**src/rtl/serial_mac_multiplier.sv**
```systemverilog
// Bit-serial signed/unsigned multiply-accumulate unit, one multiplier bit per cycle.
// Start/busy/valid handshake; optional accumulation into a guarded wrap-around accumulator.
module serial_mac_multiplier #(
    parameter int WIDTH = 12,
    parameter int GUARD = 8
) (
    input  logic                       clk,
    input  logic                       rst,
    input  logic                       start,
    input  logic [WIDTH-1:0]           a,
    input  logic [WIDTH-1:0]           b,
    input  logic                       a_signed,
    input  logic                       b_signed,
    input  logic                       acc_mode,
    input  logic                       acc_clr,
    output logic                       busy,
    output logic                       valid,
    output logic [2*WIDTH-1:0]         prod,
    output logic [2*WIDTH+GUARD-1:0]   acc
);

    localparam int PW = 2 * WIDTH;
    localparam int AW = PW + GUARD;
    localparam int CW = $clog2(WIDTH);

    typedef enum logic [1:0] {IDLE, CALC, DONE} state_t;

    state_t            r_state;
    state_t            w_next;
    logic [WIDTH-1:0]  r_a;
    logic [WIDTH-1:0]  r_b;
    logic              r_aSigned;
    logic              r_bSigned;
    logic              r_accMode;
    logic [CW-1:0]     r_cnt;
    logic [PW-1:0]     r_sum;
    logic [PW-1:0]     r_prod;
    logic [AW-1:0]     r_acc;
    logic              r_valid;

    logic              w_accept;
    logic              w_last;
    logic [PW-1:0]     w_aExt;
    logic [PW-1:0]     w_addend;
    logic [PW-1:0]     w_step;
    logic [AW-1:0]     w_prodExt;
    logic [AW-1:0]     w_accBase;

    // DONE also accepts a start so back-to-back operations run every WIDTH+1 cycles.
    assign w_accept  = start && ((r_state == IDLE) || (r_state == DONE));
    assign w_last    = (r_state == CALC) && (r_cnt == CW'(WIDTH - 1));

    assign w_aExt    = r_aSigned ? {{WIDTH{r_a[WIDTH-1]}}, r_a} : {{WIDTH{1'b0}}, r_a};
    assign w_addend  = r_b[WIDTH-1] ? w_aExt : '0;
    // Multiplier bits are consumed MSB first, so the signed MSB weight is the first step.
    assign w_step    = ((r_cnt == '0) && r_bSigned) ? ((r_sum << 1) - w_addend)
                                                     : ((r_sum << 1) + w_addend);
    assign w_prodExt = (r_aSigned || r_bSigned) ? {{GUARD{r_sum[PW-1]}}, r_sum}
                                                 : {{GUARD{1'b0}}, r_sum};
    assign w_accBase = acc_clr ? '0 : r_acc;

    always_ff @(posedge clk) begin
        if (rst) begin
            r_state <= IDLE;
        end else begin
            r_state <= w_next;
        end
    end

    always_comb begin
        w_next = r_state;
        case (r_state)
            IDLE:    w_next = start ? CALC : IDLE;
            CALC:    w_next = w_last ? DONE : CALC;
            DONE:    w_next = start ? CALC : IDLE;
            default: w_next = IDLE;
        endcase
    end

    always_comb begin
        busy = (r_state != IDLE);
    end

    always_ff @(posedge clk) begin
        if (rst) begin
            r_a       <= '0;
            r_b       <= '0;
            r_aSigned <= 1'b0;
            r_bSigned <= 1'b0;
            r_accMode <= 1'b0;
            r_cnt     <= '0;
            r_sum     <= '0;
            r_prod    <= '0;
            r_acc     <= '0;
            r_valid   <= 1'b0;
        end else begin
            r_valid <= 1'b0;
            if (w_accept) begin
                r_a       <= a;
                r_b       <= b;
                r_aSigned <= a_signed;
                r_bSigned <= b_signed;
                r_accMode <= acc_mode;
                r_cnt     <= '0;
                r_sum     <= '0;
            end else if (r_state == CALC) begin
                r_sum <= w_step;
                r_b   <= {r_b[WIDTH-2:0], 1'b0};
                r_cnt <= w_last ? '0 : r_cnt + CW'(1);
            end

            // Completion reads the pre-accept flags, so an overlapping start is harmless.
            if (r_state == DONE) begin
                r_prod  <= r_sum;
                r_valid <= 1'b1;
                if (r_accMode) begin
                    r_acc <= w_accBase + w_prodExt;
                end else if (acc_clr) begin
                    r_acc <= '0;
                end
            end else if (acc_clr) begin
                r_acc <= '0;
            end
        end
    end

    assign valid = r_valid;
    assign prod  = r_prod;
    assign acc   = r_acc;

endmodule

```
**config.mk**
```make
export PLATFORM = sky130hd
export DESIGN_NAME = serial_mac_multiplier
export DESIGN_NICKNAME = d
export VERILOG_FILES = /design/src/rtl/serial_mac_multiplier.sv
export SDC_FILE = /design/constraint.sdc
export NUM_CORES = 1
export LEC_CHECK = 0
export ABC_AREA = 0
export CORE_ASPECT_RATIO = 0.9
export CORE_MARGIN = 1
export CORE_UTILIZATION = 35
export DETAILED_ROUTE_END_ITERATION = 10
export PLACE_DENSITY = 0.6
export SYNTH_ARGS = -nofsm -noshare
export SYNTH_HDL_FRONTEND = slang
export SYNTH_SLANG_ARGS = --single-unit
```
**constraint.sdc**
```tcl
create_clock -name clk -period 5.9 [get_ports clk]
set_clock_uncertainty 0.2 [all_clocks]
set_input_delay 0.59 -clock clk [delete_from_list [all_inputs] [get_ports clk]]
set_output_delay 0.59 -clock clk [all_outputs]
set_load 0.03 [all_outputs]
```
==> metrics <==
Critical Path AT=4.26 ns; PwrDens=218 nW/um2; non-filler cells, final=1432; Net Count, Synth=1172; required time worst endpoint=5.97 ns; # setup viols final=0; fmax=239 MHz; filler instances=2307; register area share after synthesis=28.5%; Max Cap Violations=0; count leader, synth=nand2_1; Startpoint Class=primary input; number of placement rows=52; cells after synthesis=1062; top cells by area, synth=dfxtp_1 28%, ha_1 12%, nand2_1 8.8%; area grow syn2layout=21.3%; Starting Density=35.7%; final hold violations=0; final cycle utilization of the critical path=71.0%; CP startpoint=acc_clr; commonest cells in the netlist=188 x nand2_1, 130 x a21oi_1, 114 x dfxtp_1, 85 x nor2_1, 76 x ha_1; CTS Sinks=114; Reg clk slew, reported paths=0.05 ns; vias in the first global route=7095; Placed Instances=1402; gr ovfl total=0; DR iter-0 viols=468; number of synthesized flops with an enable pin=0; Pleak=4.09 nW; biggest area consumer among synthesized cells=dfxtp_1; Final Wtd Congestion=0.888; Syn Area/Cell=7.54 um2; initial antenna violation count=0; peak supply drop=0.143 mV; DRC violations left=0; CP Class=in2reg; Routed Wire Length=22.4 mm; Crit path max-delay family=compound AO/OA/AOI/OAI gates; status=completed; Root Buffer=clkbuf_16; area share of the largest cell type after synthesis=28.5%; first-pass GRT wire length=36.7 mm; Gates resized, CTS repair=0; Synth cell types=70; DP Area=9140 um2; worst path cell trace=clkdlybuf4s50_1, nor2b_1, ha_1, fa_1, a21o_1, a21o_1, a2111oi_2, nor2_1, a21oi_2, o21ai_2, a21boi_0, mux2i_1, xnor2_1, nor2_1; hpwl dp=16.2 mm; Via density=5.29; Worst-Skew Late Latency=0.42 ns; antenna cells=0; Worst path depth=14; CP Capture Type=register; Die Height=146 um; Reg-to-Reg Start=r_b[11]; Non-Filler Cell Area, Final=9720 um2; R2R setup slack=1.76 ns; CTS tree=done; share of layout cells above drive strength 1=6.26%; reg-to-reg endpoint=r_sum[21]; post-route ant nets=0; CP Buf/Inv Count=1; FF-to-FF path depth=14; CP max stage delay=0.80 ns; async set or reset register ratio after synthesis=0%; largest net degree at the start of global routing=71; Final Max Tran Viols=0; minimum clock period=4.19 ns; I/O pins=89; CTS H-tree depth=4; drt pass-1 iters=7; post-CTS setup buffers=0; # port buffers=88; GRT Resource Usage Total=19.5%; capture point of the worst path=acc[24]; die area=23500 um2; cts hold-fix bufs=0; hold slack=0.252 ns; Slew headroom=24.4%; Core Area=22400 um2; HP Class=reg2reg; #FFs+latches synth=114; Synth Cell Area=8010 um2; CTS Buf Count=17; Main synth FF type=dfxtp_1; die width=161 um; worst slew pin tran=1.13 ns; DR WL/cell=15.7 um; RSZ-0062 raised after global routing=false; Ys Warns=0; setup_tns=0 ns; crit-path max FO=11; via count=7579; Clock Tree Buf Depth=2; slowest cell on the critical path=clkdlybuf4s50_1; Final Net Count=1234
==> tightest hold or removal path, delay by kind of cell, from the launching register on <==
family          cells  cell delay [ns]
compound gates      1             0.05
flops               1             0.30
simple gates        1             0.05
==> layout make-up <==
class,count,area (um2),share of cell area (%)
Clock buffer,20,467,4.80
Timing Repair Buffer,100,966,9.94
Multi-Input combinational cell,855,5380,55.4
Clock inverter,10,110,1.13
Inverter,36,135,1.39
Tap cell,297,372,3.82
Sequential cell,114,2280,23.5
==> kinds of logic (layout without fill, tap and decap cells) <==
| group | after synthesis | after routing | synth area share (%) |
|---|---|---|---|
| xor gates and xnor gates | 48 | 48 | 5.25 |
| buffers and inverters | 93 | 166 | 4.56 |
| and+or+nand+nor | 408 | 408 | 22.8 |
| AOI/OAI and AO/OA | 307 | 307 | 24.6 |
| DFF | 114 | 114 | 28.5 |
| adders and majority gates | 79 | 79 | 12.6 |
| muxes | 13 | 13 | 1.64 |
==> metal layers <==
| metal | global-route usage (%) | wire (um) | vias up |
|---|---|---|---|
| met5 | 0 | 0 | - |
| met4 | 5.14 | 323 | 0 |
| met3 | 4.39 | 1240 | 26 |
| met2 | 30.3 | 9850 | 227 |
| met1 | 26.9 | 11000 | 3495 |
| li1 | - | - | 3831 |
==> stage by stage <==
| stage | total power, mW | setup WS, ns | utilization (%) |
|---|---|---|---|
| floorplan | 1.03 | 2.23 | - |
| global placement | 1.11 | 1.37 | 40.7 |
| detailed placement | 1.11 | 1.30 | 40.7 |
| CTS | 2.13 | 1.75 | 43.3 |
| global route | 2.21 | 1.45 | 43.3 |
| finish | 2.11 | 1.71 | 43.3 |
==> registers in the layout, indices dropped and copies added, names as in the netlist, 2 cells and up <==
signal	flops
r_cnt	4
r_state	2
r_a	12
r_b	12
acc	32
prod	24
r_sum	24
==> worst min path at each step <==
stage,slack [ns],startpoint,cells after the start,endpoint
after detailed placement,0.25,r_a[5],2,r_a[5]
after floorplan,0.24,r_a[10],2,r_a[10]
after CTS,0.25,r_a[5],2,r_a[5]
after global routing,0.27,prod[21],2,prod[21]
final,0.25,prod[9],2,prod[9]
after global placement,0.24,prod[19],2,prod[19]
==> placed cells by master (no fill, tap or decap), types with 3 or more instances in the layout <==
cell type / synthesis / layout
nor2b_1: 43 / 41
o21bai_1: 8 / 8
a31oi_1: 8 / 8
and2_1: 6 / 6
clkinvlp_4: 0 / 4
mux2i_1: 12 / 12
nor2_1: 85 / 85
o31ai_1: 4 / 4
a21oi_1: 130 / 130
or3_1: 6 / 6
fa_1: 3 / 3
nand3_1: 21 / 21
buf_4: 0 / 12
nor3_1: 23 / 23
clkdlybuf4s50_1: 0 / 87
o21ai_1: 6 / 6
a211oi_2: 3 / 3
nand2b_1: 15 / 15
nand2_1: 188 / 188
xor2_1: 18 / 18
inv_1: 36 / 36
a21o_1: 27 / 27
o21ai_2: 6 / 6
o211ai_1: 4 / 4
o21a_1: 3 / 3
nand4_1: 3 / 3
o22ai_1: 8 / 8
xnor2_1: 30 / 30
dfxtp_1: 114 / 114
and3_1: 7 / 7
a211oi_1: 17 / 17
ha_1: 76 / 76
clkbuf_16: 0 / 17
clkbuf_8: 0 / 3
clkinv_2: 0 / 4
a311oi_1: 7 / 7
o21ai_0: 42 / 42
==> where the power goes <==
group	leakage (nW)	switching (mW)	internal [mW]
Clock	0.276	0.370	0.646
Combinational	2.88	0.169	0.112
Sequential	0.925	0.0248	0.792
Power figures use the tool's default switching activity.
